$ cat config.mk
export PLATFORM = sky130hd
export DESIGN_NAME = ifmap_skew_feeder
export DESIGN_NICKNAME = d
export VERILOG_FILES = /design/src/rtl/conv_sa_pkg.sv /design/src/rtl/skew_delay_line.sv /design/src/rtl/ifmap_skew_feeder.sv
export SDC_FILE = /design/constraint.sdc
export NUM_CORES = 1
export LEC_CHECK = 0
export BUFFER_PORTS_ARGS = -buffer_cell sky130_fd_sc_hd__buf_2
export CAP_MARGIN = 40
export CORE_ASPECT_RATIO = 1.75
export CORE_MARGIN = 1.5
export CORE_UTILIZATION = 52
export DETAILED_ROUTE_END_ITERATION = 10
export GPL_TIMING_DRIVEN = 0
export PLACE_DENSITY = 0.82
export SLEW_MARGIN = 20
export SYNTH_ARGS = -nofsm -noshare
export SYNTH_HDL_FRONTEND = slang
export SYNTH_HIERARCHICAL = 1
export SYNTH_SLANG_ARGS = --single-unit
$ cat constraint.sdc
create_clock -name clk -period 4 [get_ports clk]
set_input_delay 0.4 -clock clk [delete_from_list [all_inputs] [get_ports clk]]
set_output_delay 0.4 -clock clk [all_outputs]
set_load 0.005 [all_outputs]
$ cat src/rtl/conv_sa_pkg.sv
// Shared constants and FSM encoding for the conv data mover / systolic array boundary.
package conv_sa_pkg;

    localparam int DEF_PE_SIZE       = 16;
    localparam int DEF_DATA_WIDTH    = 8;
    localparam int DEF_ROW_CNT_WIDTH = 10;

    typedef enum logic [1:0] {
        ST_IDLE   = 2'd0,
        ST_STREAM = 2'd1,
        ST_DRAIN  = 2'd2
    } sa_state_e;

    // LSB of lane k inside a packed row vector of width-bit lanes.
    function automatic int lane_lsb(input int lane, input int width);
        return lane * width;
    endfunction

endpackage

$ cat src/rtl/skew_delay_line.sv
// DEPTH-stage {valid, data} shift register; shifts every cycle, no stall.
// Latency DEPTH cycles; no backpressure.
module skew_delay_line #(
    parameter int DEPTH      = 1,
    parameter int DATA_WIDTH = 8
) (
    input  logic                  clk,
    input  logic                  rst,
    input  logic                  push_valid,
    input  logic [DATA_WIDTH-1:0] push_data,
    output logic                  tap_valid,
    output logic [DATA_WIDTH-1:0] tap_data
);

    logic [DEPTH-1:0]      vld;
    logic [DATA_WIDTH-1:0] dat [DEPTH];

    always_ff @(posedge clk or posedge rst) begin
        if (rst) begin
            vld <= '0;
            for (int i = 0; i < DEPTH; i++) begin
                dat[i] <= '0;
            end
        end else begin
            vld[0] <= push_valid;
            dat[0] <= push_data;
            for (int i = 1; i < DEPTH; i++) begin
                vld[i] <= vld[i-1];
                dat[i] <= dat[i-1];
            end
        end
    end

    assign tap_valid = vld[DEPTH-1];
    assign tap_data  = dat[DEPTH-1];

endmodule

$ cat src/rtl/ifmap_skew_feeder.sv
// Feeds a bounded run of ifmap rows into the systolic array with lane k delayed k cycles.
// Lane k latency k+1 cycles; accepts one row per cycle in STREAM, no backpressure from the array.
module ifmap_skew_feeder
    import conv_sa_pkg::*;
#(
    parameter int PE_SIZE       = DEF_PE_SIZE,
    parameter int DATA_WIDTH    = DEF_DATA_WIDTH,
    parameter int ROW_CNT_WIDTH = DEF_ROW_CNT_WIDTH
) (
    input  logic                          clk,
    input  logic                          rst,
    input  logic                          start_i,
    input  logic [ROW_CNT_WIDTH-1:0]      num_rows_i,
    input  logic [PE_SIZE*DATA_WIDTH-1:0] in_data_i,
    input  logic                          in_valid_i,
    output logic                          in_ready_o,
    output logic [PE_SIZE*DATA_WIDTH-1:0] sa_data_o,
    output logic [PE_SIZE-1:0]            sa_valid_o,
    output logic                          busy_o,
    output logic                          done_o
);

    localparam int DRAIN_W = (PE_SIZE > 1) ? $clog2(PE_SIZE) : 1;
    // done_o is registered, so it is armed one drain count before the last lane appears
    localparam logic [DRAIN_W-1:0] DONE_ARM = DRAIN_W'((PE_SIZE > 1) ? PE_SIZE - 2 : 0);

    sa_state_e                state;
    logic [ROW_CNT_WIDTH-1:0] num_rows_q;
    logic [ROW_CNT_WIDTH-1:0] row_cnt;
    logic [DRAIN_W-1:0]       drain_cnt;
    logic                     accept;
    logic                     last_row;

    assign accept     = (state == ST_STREAM) && in_valid_i;
    assign last_row   = accept && (row_cnt == num_rows_q - ROW_CNT_WIDTH'(1));
    assign in_ready_o = (state == ST_STREAM);
    assign busy_o     = (state != ST_IDLE);

    always_ff @(posedge clk or posedge rst) begin
        if (rst) begin
            state      <= ST_IDLE;
            num_rows_q <= '0;
            row_cnt    <= '0;
            drain_cnt  <= '0;
            done_o     <= 1'b0;
        end else begin
            done_o <= 1'b0;
            case (state)
                ST_IDLE: begin
                    if (start_i) begin
                        if (num_rows_i == '0) begin
                            done_o <= 1'b1;
                        end else begin
                            state      <= ST_STREAM;
                            num_rows_q <= num_rows_i;
                            row_cnt    <= '0;
                        end
                    end
                end
                ST_STREAM: begin
                    if (accept) begin
                        row_cnt <= row_cnt + ROW_CNT_WIDTH'(1);
                        if (last_row) begin
                            state     <= ST_DRAIN;
                            drain_cnt <= '0;
                            done_o    <= (PE_SIZE == 1);
                        end
                    end
                end
                ST_DRAIN: begin
                    if (done_o) begin
                        state <= ST_IDLE;
                    end else begin
                        drain_cnt <= drain_cnt + DRAIN_W'(1);
                        done_o    <= (drain_cnt == DONE_ARM);
                    end
                end
                default: state <= ST_IDLE;
            endcase
        end
    end

    // Bubbles enter as zero data so invalid lanes never show stale values
    for (genvar k = 0; k < PE_SIZE; k++) begin : g_lane
        skew_delay_line #(
            .DEPTH      (k + 1),
            .DATA_WIDTH (DATA_WIDTH)
        ) u_delay (
            .clk        (clk),
            .rst        (rst),
            .push_valid (accept),
            .push_data  (accept ? in_data_i[lane_lsb(k, DATA_WIDTH) +: DATA_WIDTH] : '0),
            .tap_valid  (sa_valid_o[k]),
            .tap_data   (sa_data_o[lane_lsb(k, DATA_WIDTH) +: DATA_WIDTH])
        );
    end

endmodule
==> summary.txt <==
CP delay by family, top: buffers and inverters
Layout Cells excl Fill: 3,120
first-pass GRT wire length: 99,460 um
die width: 196.7 um
Comb pwr share: 0.073
TritonCTS Buffers: 98
share of synthesized registers carrying an async set or reset: 1.000
Top Ports: 289
clk_skew: 0.04317 ns
fin crit period: 2.802 ns
FF-to-FF setup slack: 1.20 ns
vias in the first global route: 17,460
Hold WS: 0.02123 ns
P_sw: 6305 uW
CTS root buffer: clkbuf_16
layout cells sized above 1: 0.2753
pwr dens: 652.2 nW/um2
Yosys warnings: 6
Net Count, Synth: 1,814
# placed instances: 2,795
clock sink count: 1,251
post-synthesis sequential area ratio: 0.9174
GRT Residual Overflow: 0
nets: 2,359
cell-internal power: 21,100 uW
hold_sp: in_data_i[101]
clk_lat worst skew: 0.67 ns
max-slew violation count: 0
Seq pwr share: 0.551
crit-path cells: nand2b_1, clkinv_1, and2_1, clkbuf_2, buf_16, o211ai_1, xor2_1, nor2_1
Site Rows: 124
Final WS setup: 1.198 ns
port buffer count: 288
final core area utilization: 0.6448
Post-DRT Antenna Nets: 0
hold path cells: 2
Distinct cells, synth: 49
Die ar.: 67,230 um2
initial core utilization: 0.5237
antenna violations before repair: 9
hold endpoint: g_lane[12].u_delay/dat[101]
WP depth: 8
crit-path max FO: 15
Worst Path Required: 4.54 ns
GRT Util Overall: 0.1985
crit end category: flip-flop
DR vias/cell: 4.734
Avg Inst Size Synth: 20.46 um2
pin count of the biggest net entering global routing: 96
Slowest cell on crit path: clkinv_1
RSZ-0062 raised after global routing: false
Detailed Route Iter0 Violations: 717
leakage power: 0.02155 uW
Placer Congestion: 0.8056
Post-synth EDFFs: 0
Max H-tree Level: 3
DRC: 0
die height: 341.9 um
Worst-Margin Slew: 0.7004 ns
Clk network pwr share: 0.376
worst slack at placement: 1.300 ns
crit share post-route: 0.7004
cells after synthesis: 1,668
Worst R2R End: row_cnt[3]
Final Setup Violations: 0
Worst Setup Path Type: reg2reg
Startpoint Class: flip-flop
Most used DFF post-synth: dfrtp_1
flops & latches, synth: 1,251
VDD IR-drop max: 0.0004978 V
drt pass-1 iters: 8
Worst Setup SP: state[1]
core region area: 65,160 um2
wire per inst: 20.09 um
synthesized area: 34,130 um2
Hold Path Class: in2reg
max incr delay on CP: 0.45 ns
Max-Slew Margin vs Limit: 0.5321
post-detail-place hpwl: 35,310 um
Layout area overhead: 23.12%
WP data arrival: 3.34 ns
Final Hold Viols: 0
total wire length: 62,690 um
Fmax: 356.9 MHz
max_cap viols: 0
outcome: completed
Sw Share: 0.2301
r2r startpoint: state[1]
Via Count: 14,770
Reg2Reg Depth: 8
TritonCTS clock tree: yes
worst-case clock buffer depth: 3
Clock Pin Slew Worst Setup and Hold Paths: 0.07 ns
Buf/Inv on CP: 3
-- per-stage QoR --
stage / setup TNS [ns] / instance area [um2] / power [uW]
after CTS: 0 / 41960 / 27630
after detailed placement: 0 / 37070 / 17090
after global placement: -237.87 / 36600 / 16630
after global routing: 0 / 42010 / 28510
final: 0 / 42020 / 27400
after floorplan: 0 / 34130 / 16040
-- cell usage after synthesis, types with 2 or more instances --
cell       count  area share
dfrtp_1     1251        0.92
and3_1       130       0.024
buf_4        120       0.026
clkbuf_1      28      0.0031
inv_1         22      0.0024
xor2_1        16      0.0041
nor2_1        12      0.0013
mux2_2         8      0.0026
xnor2_1        7      0.0018
nand2_1        6     0.00066
o211ai_1       5      0.0011
o21ai_0        5     0.00073
a21oi_1        4     0.00059
ha_1           4      0.0015
nand3_1        4     0.00059
nor3_1         4     0.00059
nand4_1        3     0.00055
o2111ai_1      3     0.00077
a211oi_1       2     0.00044
a21o_1         2     0.00044
a31oi_1        2     0.00037
and2_1         2     0.00037
nor4_1         2     0.00037
-- worst reg2reg max path, stage by stage (launching register included) --
cell and delay, ns:
dfrtp_1 0.39, nand2b_1 0.15, clkinv_1 0.46, and2_1 0.41, clkbuf_2 0.36, buf_16 0.28, o211ai_1 0.25, xor2_1 0.26
nor2_1 0.10
-- sequential cells by signal (all words and copies together), names as in the netlist --
register                  cells
num_rows_q                   10
g_lane.u_delay/dat          960
g_lane.u_delay/vld          135
drain_cnt                     4
g_lane.u_delay/tap_data     128
row_cnt                      10
g_lane.u_delay/tap_valid      1
state                         2
done_o                        1
-- metal layers --
layer / track usage / vias to the layer above / part of all wire
met5: 0 / - / 0.00078
met2: 0.3488 / 587 / 0.54
li1: - / 6272 / -
met4: 0.1029 / 4 / 0.048
met1: 0.2248 / 7684 / 0.35
met3: 0.04843 / 223 / 0.058
-- placed cells by master, fill, tap and decap left out, drive strengths merged, types with 2 or more instances in the layout --
cell	netlist	routed
diode	0	9
and2	2	2
dlygate4sd3	0	135
o21ai	5	5
nor4	3	3
mux2	8	8
ha	4	4
dfrtp	1251	1251
o211ai	5	5
nor2	12	12
xor2	16	16
nand2	6	6
buf	123	433
bufinv	0	14
nor3	4	4
nand4	3	3
clkbuf	29	158
inv	22	24
o2111ai	3	3
a31oi	2	2
a211oi	2	2
and3	131	131
clkinvlp	0	9
clkinv	1	26
nand3	4	4
a21oi	5	5
nor3b	2	2
a21o	2	2
xnor2	7	7
-- worst max-delay path by stage --
stage | end | slack (ns)
final | row_cnt[3] | 1.20
after global placement | g_lane[13].u_delay/tap_data[2] | -1.05
after CTS | in_ready_o | 1.20
after global routing | row_cnt[3] | 1.12
after detailed placement | row_cnt[3] | 1.30
after floorplan | g_lane[13].u_delay/dat[100] | 0.24
-- power groups by stage --
stage / combinational [uW] / sequential (uW) / clock, uW
3_5_place_dp: 1810 / 15300 / 0
5_1_grt: 2170 / 15200 / 11100
3_3_place_gp: 1570 / 15100 / 0
2_1_floorplan: 1060 / 15000 / 0
6_report: 1990 / 15100 / 10300
4_1_cts: 1940 / 15100 / 10600
-- logic make-up (layout without fill, tap and decap cells) --
kind of cell,count (synthesis),count (layout),share of synthesized area
mux,9,9,0.002933
other cells,0,9,0
simple gates,176,176,0.03208
compound gates,29,29,0.006600
flops,1251,1251,0.9174
buf+inv,175,799,0.03300
fa+ha+maj,4,4,0.001467
xor+xnor,24,24,0.006563
-- area by class of cell --
cell class / count / area (um2)
sequential: 1251 / 31310
antenna: 9 / 22.52
inverter: 23 / 121.4
fill: 4116 / 23150
clock inverter: 50 / 770.7
tap: 819 / 1025
clock buffer: 129 / 2760
timing repair buffer: 445 / 3277
multi-input combinational: 242 / 1694
buffer: 152 / 1041
-- what timing repair did --
action                    CTS  global route
gates resized for setup     0             0
buffers inserted            0             0
hold endpoints to repair  185             0
hold buffers              135             0
Note: power is estimated with default switching activity, not from simulation.
